$ cat src/rtl/mem_arbiter.sv
// ---------------------------------------------------------------------------
// mem_arbiter
//
// Purpose:
//   Sole owner of the byte-wide unified RAM/IO port. Arbitrates the port
//   between instruction fetch (IF) and the load/store stage (MEM), breaks
//   each 1/2/4-byte access into single-byte RAM cycles, assembles
//   little-endian read data and returns a one-cycle done pulse to the
//   requester. Also handles IO-write back-pressure, IF flush on redirect
//   and a global freeze (rdy=0).
//
// Ports:
//   clk, rst           clock, synchronous active-high reset
//   i_rdy              global ready; low freezes the whole block
//   i_if_req           IF fetch request (level, held until o_if_done)
//   i_if_addr          fetch address, always a 4-byte read
//   i_if_flush         abort any IF transaction (control-flow redirect)
//   o_if_done          one-cycle pulse, o_if_inst valid
//   o_if_inst          fetched instruction
//   i_ls_req           MEM request (level, held until o_ls_done)
//   i_ls_we            1 = store, 0 = load
//   i_ls_addr          byte address
//   i_ls_len           byte count 1, 2 or 4
//   i_ls_wdata         store data, low i_ls_len bytes used
//   o_ls_done          one-cycle pulse
//   o_ls_rdata         load data, zero-extended
//   i_ram_din          RAM/IO read byte (registered RAM, 1-cycle latency)
//   o_ram_dout         write byte
//   o_ram_a            byte address
//   o_ram_wr           1 = write, 0 = read
//   i_io_buffer_full   IO write FIFO full
// ---------------------------------------------------------------------------
module mem_arbiter #(
  parameter int         ADDR_W = 32,
  parameter logic [1:0] IO_HI  = 2'b11
) (
  input  logic              clk,
  input  logic              rst,
  input  logic              i_rdy,
  input  logic              i_if_req,
  input  logic [ADDR_W-1:0] i_if_addr,
  input  logic              i_if_flush,
  output logic              o_if_done,
  output logic [31:0]       o_if_inst,
  input  logic              i_ls_req,
  input  logic              i_ls_we,
  input  logic [ADDR_W-1:0] i_ls_addr,
  input  logic [2:0]        i_ls_len,
  input  logic [31:0]       i_ls_wdata,
  output logic              o_ls_done,
  output logic [31:0]       o_ls_rdata,
  input  logic [7:0]        i_ram_din,
  output logic [7:0]        o_ram_dout,
  output logic [ADDR_W-1:0] o_ram_a,
  output logic              o_ram_wr,
  input  logic              i_io_buffer_full
);

  typedef enum logic [1:0] {
    S_IDLE   = 2'd0,
    S_RD     = 2'd1,
    S_WR     = 2'd2,
    S_FINISH = 2'd3
  } state_t;

  state_t r_state;
  state_t w_next;

  // Latched transaction: owner (1 = MEM, 0 = IF), base address, length,
  // store data, byte counter and the partially assembled read word.
  logic              r_owner_ls;
  logic [ADDR_W-1:0] r_addr;
  logic [2:0]        r_len;
  logic [31:0]       r_wdata;
  logic [2:0]        r_cnt;
  logic [31:0]       r_buf;

  // Registered outputs.
  logic [ADDR_W-1:0] r_ram_a;
  logic [7:0]        r_ram_dout;
  logic [31:0]       r_if_inst;
  logic [31:0]       r_ls_rdata;

  logic              w_take_ls;
  logic              w_take_if;
  logic [2:0]        w_ls_len;
  logic [2:0]        w_cnt_inc;
  logic [ADDR_W-1:0] w_addr_inc;
  logic              w_io_stall;
  logic              w_flush_rd;
  logic              w_last_wr;
  logic [31:0]       w_rd_word;
  logic [7:0]        w_wr_next_byte;

  // A malformed length of 0 or above 4 would stall the write path forever,
  // so it is folded onto the nearest legal size.
  always_comb begin
    w_ls_len = i_ls_len;
    if (i_ls_len == 3'd0) begin
      w_ls_len = 3'd1;
    end else if (i_ls_len > 3'd4) begin
      w_ls_len = 3'd4;
    end
  end

  // MEM wins over IF in IDLE; a flush in IDLE hides the fetch request for
  // that cycle so a stale fetch address is never accepted.
  assign w_take_ls  = (r_state == S_IDLE) && i_rdy && i_ls_req;
  assign w_take_if  = (r_state == S_IDLE) && i_rdy && !i_ls_req &&
                      i_if_req && !i_if_flush;

  assign w_cnt_inc  = r_cnt + 3'd1;
  assign w_addr_inc = r_addr + ADDR_W'(w_cnt_inc);

  // IO space is decided on the byte currently on the bus, so the held byte
  // is re-issued unchanged until the FIFO has room.
  assign w_io_stall = (r_ram_a[17:16] == IO_HI) && i_io_buffer_full;
  assign w_flush_rd = (r_state == S_RD) && !r_owner_ls && i_if_flush;
  assign w_last_wr  = (w_cnt_inc == r_len);

  // Read word with the byte arriving this cycle merged in. RAM data lags the
  // address by one cycle, so at count c the byte on i_ram_din is byte c-1.
  always_comb begin
    w_rd_word = r_buf;
    for (int k = 0; k < 4; k++) begin
      if (r_cnt == 3'(k + 1)) begin
        w_rd_word[8*k +: 8] = i_ram_din;
      end
    end
  end

  // Store byte to present on the bus once the current byte is accepted.
  always_comb begin
    w_wr_next_byte = r_wdata[7:0];
    for (int k = 1; k < 4; k++) begin
      if (w_cnt_inc == 3'(k)) begin
        w_wr_next_byte = r_wdata[8*k +: 8];
      end
    end
  end

  // State register.
  always_ff @(posedge clk) begin
    if (rst) begin
      r_state <= S_IDLE;
    end else begin
      r_state <= w_next;
    end
  end

  // Next-state logic. With rdy low everything holds, including FINISH, so a
  // done pulse that was frozen re-appears when rdy returns.
  always_comb begin
    w_next = r_state;
    if (i_rdy) begin
      case (r_state)
        S_IDLE: begin
          if (w_take_ls) begin
            w_next = i_ls_we ? S_WR : S_RD;
          end else if (w_take_if) begin
            w_next = S_RD;
          end
        end
        S_RD: begin
          if (w_flush_rd) begin
            w_next = S_IDLE;
          end else if (r_cnt == r_len) begin
            w_next = S_FINISH;
          end
        end
        S_WR: begin
          if (!w_io_stall && w_last_wr) begin
            w_next = S_FINISH;
          end
        end
        S_FINISH: begin
          w_next = S_IDLE;
        end
        default: begin
          w_next = S_IDLE;
        end
      endcase
    end
  end

  // Output logic. Strobes are gated by rdy so nothing is written or
  // acknowledged while the system is frozen.
  always_comb begin
    o_ram_wr  = 1'b0;
    o_if_done = 1'b0;
    o_ls_done = 1'b0;
    if (i_rdy) begin
      case (r_state)
        S_WR: begin
          o_ram_wr = !w_io_stall;
        end
        S_FINISH: begin
          o_ls_done = r_owner_ls;
          o_if_done = !r_owner_ls && !i_if_flush;
        end
        default: begin
        end
      endcase
    end
  end

  // Datapath: latch the request, step the byte counter and address, merge
  // read bytes and publish the finished word to the owner's data register.
  always_ff @(posedge clk) begin
    if (rst) begin
      r_owner_ls <= 1'b0;
      r_addr     <= '0;
      r_len      <= 3'd0;
      r_wdata    <= 32'd0;
      r_cnt      <= 3'd0;
      r_buf      <= 32'd0;
      r_ram_a    <= '0;
      r_ram_dout <= 8'd0;
      r_if_inst  <= 32'd0;
      r_ls_rdata <= 32'd0;
    end else if (i_rdy) begin
      case (r_state)
        S_IDLE: begin
          if (w_take_ls || w_take_if) begin
            r_owner_ls <= w_take_ls;
            r_addr     <= w_take_ls ? i_ls_addr : i_if_addr;
            r_len      <= w_take_ls ? w_ls_len : 3'd4;
            r_wdata    <= w_take_ls ? i_ls_wdata : 32'd0;
            r_cnt      <= 3'd0;
            r_buf      <= 32'd0;
            r_ram_a    <= w_take_ls ? i_ls_addr : i_if_addr;
            r_ram_dout <= w_take_ls ? i_ls_wdata[7:0] : 8'd0;
          end
        end
        S_RD: begin
          if (!w_flush_rd) begin
            r_buf <= w_rd_word;
            if (r_cnt == r_len) begin
              if (r_owner_ls) begin
                r_ls_rdata <= w_rd_word;
              end else begin
                r_if_inst <= w_rd_word;
              end
            end else begin
              r_cnt <= w_cnt_inc;
              if (w_cnt_inc < r_len) begin
                r_ram_a <= w_addr_inc;
              end
            end
          end
        end
        S_WR: begin
          if (!w_io_stall && !w_last_wr) begin
            r_cnt      <= w_cnt_inc;
            r_ram_a    <= w_addr_inc;
            r_ram_dout <= w_wr_next_byte;
          end
        end
        default: begin
        end
      endcase
    end
  end

  assign o_ram_a    = r_ram_a;
  assign o_ram_dout = r_ram_dout;
  assign o_if_inst  = r_if_inst;
  assign o_ls_rdata = r_ls_rdata;

endmodule

$ cat config.mk
export PLATFORM = sky130hd
export DESIGN_NAME = mem_arbiter
export DESIGN_NICKNAME = d
export VERILOG_FILES = /design/src/rtl/mem_arbiter.sv
export SDC_FILE = /design/constraint.sdc
export NUM_CORES = 1
export LEC_CHECK = 0
export ABC_AREA = 1
export BUFFER_PORTS_ARGS = -buffer_cell sky130_fd_sc_hd__buf_4
export CORE_UTILIZATION = 40
export CTS_CLUSTER_SIZE = 10
export DETAILED_ROUTE_END_ITERATION = 12
export RECOVER_POWER = 100
export SYNTH_ARGS = -nofsm -noshare
export SYNTH_HDL_FRONTEND = slang
export SYNTH_SLANG_ARGS = --single-unit
$ cat constraint.sdc
create_clock -name clk -period 2.8 [get_ports clk]
set_input_delay 0.42 -clock clk [delete_from_list [all_inputs] [get_ports clk]]
set_output_delay 0.42 -clock clk [all_outputs]
set_load 0.01 [all_outputs]
== Yosys cells after proc, flatten, opt, wreduce, memory -nomap -nowiden ==
Cells that the tools add are included.

* Magnitude comparators: 2
* Bitwise logic cells: 2
* Equality and inequality tests: 21
* Mux-type cells: 43
* Add/sub/neg operators: 2
* Reduce and logical (&&, ||, !) cells: 30

{| class="wikitable"
|+ Operator list
! operator !! number
|-
| two-way mux 32 bit || 9
|-
| case mux 32 bit (3 select lines) || 1
|-
| two-way mux 8 bit || 10
|-
| case mux 32 bit (2 select lines) || 1
|-
| adder 32 x 3 -> 32 bit || 1
|-
| two-way mux 3 bit || 7
|-
| case mux 8 bit (2 select lines) || 1
|-
| equality test 3 x 2 -> 1 bit (second input constant) || 4
|-
| two-way mux 2 bit || 6
|-
| AND reduction 4 bit || 3
|-
| logical AND 1 bit || 11
|-
| AND reduction 5 bit || 2
|-
| case mux 3 bit (3 select lines) || 1
|-
| != test 2 bit (second input constant) || 4
|-
| case mux 2 bit (4 select lines) || 1
|-
| AND reduction 7 bit || 1
|-
| equality test 2 bit (second input constant) || 3
|-
| equality test 3 x 1 -> 1 bit (second input constant) || 2
|-
| equality test 3 bit || 2
|-
| two-way mux 1 bit || 6
|-
| AND reduction 6 bit || 1
|-
| zero test 1 bit || 5
|-
| != test 2 x 1 -> 1 bit (second input constant) || 2
|-
| nonzero test 2 bit || 2
|-
| 13 further kinds || 14
|}

* Bits of input ports: 115
* Register bits: 209

== Depth between registers and ports, before layout ==
* Depth after elaboration: 8
* Gate-level depth with buffers: 14
* Gate-level depth less buffers: 14

== Worst setup path before layout ==
OpenSTA, ideal clock, no wires.

* Path kind: reg-to-reg
* Start point: register r_cnt[0]
* End point: register r_ram_a[21] (netlist: o_ram_a[21])
* Path slack: 0.124 ns
* Data arrival time: 2.559 ns
* Library setup time: 0.117 ns
* Clock period less this slack: 2.676 ns
* Cell stages (with the launch flop): 13
* Required time: 2.683 ns
* Cell sequence: dfxtp_1 ha_1 ha_1 buf_1 inv_1 ha_1 nand3_1 nand2_1 a21oi_1 nand4_2 buf_2 nor3_1 nor2_1

* Cells in the longest elaborated chain, start to end: 6

{| class="wikitable"
|+ Ends and longest elaborated chain
! what !! line !! RTL
|-
| start, declared || 75 || <nowiki>logic [2:0] r_cnt;</nowiki>
|-
| start signal, assigned || 245 || <nowiki>r_cnt <= w_cnt_inc;</nowiki>
|-
| start signal, assigned || 254 || <nowiki>r_cnt <= w_cnt_inc;</nowiki>
|-
| adder 3 x 1 -> 3 bit || 112 || <nowiki>assign w_cnt_inc = r_cnt + 3'd1;</nowiki>
|-
| adder 32 x 3 -> 32 bit or equality test 3 bit (tied branches) || 113, 119 ||
|-
| two-way mux 32 bit or zero test 1 bit (tied branches) || 246, 253 ||
|-
| two-way mux 32 bit or logical AND 1 bit (tied branches) || 238, 253 ||
|-
| two-way mux 32 bit or != test 2 bit (tied branches) || -- ||
|-
| case mux 32 bit (3 select lines) or AND reduction 7 bit (tied branches) || -- ||
|-
| end signal, assigned || 231 || <nowiki>r_ram_a <= w_take_ls ? i_ls_addr : i_if_addr;</nowiki>
|-
| end signal, assigned || 247 || <nowiki>r_ram_a <= w_addr_inc;</nowiki>
|-
| end signal, assigned || 255 || <nowiki>r_ram_a <= w_addr_inc;</nowiki>
|-
| end, declared || 79 || <nowiki>logic [ADDR_W-1:0] r_ram_a;</nowiki>
|}

Several ways; a longest one is shown, not always the timed one. The select of a mux whose other input is x is not followed.
A chain may end at the register's enable or synchronous reset.

== Final worst setup path ==
* Start point: register r_cnt[0]
* End point: register r_ram_a[10] (netlist: o_ram_a[10])

The elaborated chain is that of the path after synthesis.

==> results.yml <==
placed_design:
  portBuffers: 221
  place.gp.congestion: 0.865
  dpl.cell_count: 1949
  place_hpwl_um: 21600
  pre_cts_slack_ns: 0.234
die:
  die_h_um: 160
  io_pins: 222
  initial_core_util_pct: 40.9
  coreArea_um2: 24400
  rows: 57
  die_w_um: 160
  die_area_um2: 25600
route:
  routed_wl_um: 30500
  wire_per_inst_um: 15.4
  vias: 9997
  first_pass_iters: 5
  vias_per_cell: 5.04
  drt_iter0_markers: 721
  ant_nets: 0
  drc: 0
global_routing:
  use_met1_pct: 33.3
  grt_use_met3_pct: 3.12
  grt_pass1_wl_um: 48400
  top_usage_layer: "met2"
  grt_pass1_vias: 9075
  antenna_found_initial: 0
  use_met2_pct: 37.2
  grt_overflow: 0
  grtUsageTotal_pct: 23.3
  grt_max_degree: 70
cts:
  cts.sinks: 209
  numCtsBuffers: 25
  ctsHoldBuffers: 0
  htreeDepth: 1
  cts_buffer_depth: 3
  path_clk_slew_ns: 0.06
  clockRootBuffer: "clkbuf_16"
  tritoncts: "done"
  clk-insertion-delay-late_ns: 0.53
finish:
  area_delta_synth_final_pct: 21.8
  final_nets: 1788
  n_antenna_cell: 0
  utilization_pct: 49.8
  layout_common_cells: "nand2_1 (383), dfxtp_1 (209), a21oi_1 (194)"
  nFillCells: 2589
  final_common_cell: "nand2_1"
  fin_cells: 1984
  drive_above_1_share_pct: 10.9
synthesis:
  syn_area_um2: 9970
  yosysTopAreaCell: "dfxtp_1"
  yosys_register_bits: 209
  synth_ff_type: "dfxtp_1"
  yosysTopAreaCellShare_pct: 42.0
  synth_edf_count: 0
  yosysWarningCount: 0
  synth_fp_nets: 1604
  synth.distinct_cells: 37
  ys_async_sr_fraction_pct: 0
  synth_area_leaders: "dfxtp_1 (42%), nand2_1 (14%), a21oi_1 (9.7%)"
  synth_cells: 1471
  synth_area_per_cell_um2: 6.78
  yosysSeqAreaShare_pct: 42.0
pwr:
  switchingPower_w: 0.00325
  p_comb_share_pct: 28.5
  p_seq_share_pct: 39.7
  clkPwrFrac_pct: 31.8
  powerDensity_nw_per_um2: 752
  irDropWorstVdd_mv: 0.446
  p_sw_share_pct: 35.6
  p_leak_nw: 4.83
  p_int_w: 0.00589
timing:
  finalClockSkew_ns: 0.0112
  fmax_mhz: 385
  fin_crit_sh_pct: 92.8
  period_minus_slack_ns: 2.60
  finalSetupTns_ns: 0
  maxSlewHeadroom_pct: 28.7
  finalMaxSlewViolations: 0
  whs_ns: 0.157
  final_hold_viol_count: 0
  setup_viol: 0
  rsz0062_at_grt: "no"
  tightestPinTransition_ns: 1.07
  setup_slack_ns: 0.202
hold_path:
  min_path_type: "in2reg"
worst_setup_path:
  arrival_ns: 3.06
  end_kind: "flip-flop"
  crit_path_max_fanout: 5
  crit_required_ns: 3.26
  crit_path_start_kind: "flip-flop"
  worstSetupPathType: "reg2reg"
flow_run:
  maxCapViolations: 0
status:
  status: "finished clean"
[area by class of cell]
type                       instances  area, um^2  area share, %
timing repair buffer             242        1420           11.7
sequential                       209        4180           34.5
clock inverter                     2        25.0          0.206
tap                              324         405           3.34
clock buffer                      30         674           5.55
multi-input combinational       1038        4910           40.4
inverter                         139         522           4.30
[worst max-delay path: stages (launching register included)]
cell and delay (ns):
dfxtp_1 0.40, inv_1 0.11, ha_1 0.36, inv_1 0.07
fa_1 0.40, inv_1 0.08, nand3_1 0.06, nand2_1 0.14
nand3_1 0.19, or2_2 0.33, a21oi_1 0.19, nor2_1 0.07
nor2_1 0.10
[cells by family (layout without fill, tap and decap cells)]
logic type      Yosys count  count (layout)  synth area share [%]
simple gates            593             593                  23.9
compound gates          409             409                  21.0
buf+inv                 224             413                  8.97
flops                   209             209                  42.0
fa+ha+maj                18              18                  2.33
mux                      14              14                  1.41
xor+xnor                  4               4                 0.351
[sequential cells by signal (all words and copies together) (netlist names)]
signal,cells
o_ram_a,32
r_len,3
r_owner_ls,1
r_buf,32
o_ram_dout,8
o_ls_rdata,32
r_addr,32
r_state,2
o_if_inst,32
r_cnt,3
r_wdata,32
[final timing paths]
| kind | start | to | slack [ns] | cells past startpoint |
|---|---|---|---|---|
| setup / recovery | r_cnt[0]$_SDFFE_PP0P_ | o_ram_a[10]$_SDFFE_PP0P_ | 0.20 | 12 |
| hold reg to reg | o_ls_rdata[29]$_SDFFE_PP0P_ | o_ls_rdata[29]$_SDFFE_PP0P_ | 0.44 | 2 |
| setup reg to reg | r_cnt[0]$_SDFFE_PP0P_ | o_ram_a[10]$_SDFFE_PP0P_ | 0.20 | 12 |
| hold / removal | i_ls_wdata[24] | r_wdata[24]$_SDFFE_PP0P_ | 0.16 | 3 |
[metrics by stage]
step	power, W	instance area, um^2
after detailed placement	0.00644	11900
after CTS	0.00937	12600
after floorplan	0.00537	9970
after global placement	0.00642	11900
after global routing	0.00969	12100
final	0.00914	12100
[power groups by stage]
stage / clock (W) / combinational [W] / sequential [W]
after floorplan: 0 / 0.00168 / 0.00368
after detailed placement: 0 / 0.00276 / 0.00368
after global routing: 0.00310 / 0.00293 / 0.00366
final: 0.00291 / 0.00261 / 0.00363
after CTS: 0.00297 / 0.00277 / 0.00363
after global placement: 0 / 0.00274 / 0.00368
[synthesized netlist by cell type, types with 2 or more instances]
library cell  count
nand2_1         384
dfxtp_1         209
a21oi_1         194
o21ai_0         176
inv_1           135
nor2_1          131
clkbuf_1         54
nand3_1          53
buf_2            24
a31oi_1          22
ha_1             17
mux2i_1          14
nand3b_1          7
o21ai_1           7
o21a_1            6
nand4_1           5
nor3_1            5
buf_4             4
inv_2             3
xor2_1            3
or2_2             2
[routing by layer]
metal,part of all wire [%],wire length [um]
met1,48,14700
met2,44,13600
met3,5.4,1660
met4,2.0,598
met5,0,0
[what timing repair did]
action / 4_1_cts / 5_1_grt
gates resized for setup: 0 / 1
endpoints found under the hold margin: 0 / 0
setup buffers: 0 / 3
setup endpoints to repair: 0 / 4
Power figures use the tool's default switching activity.
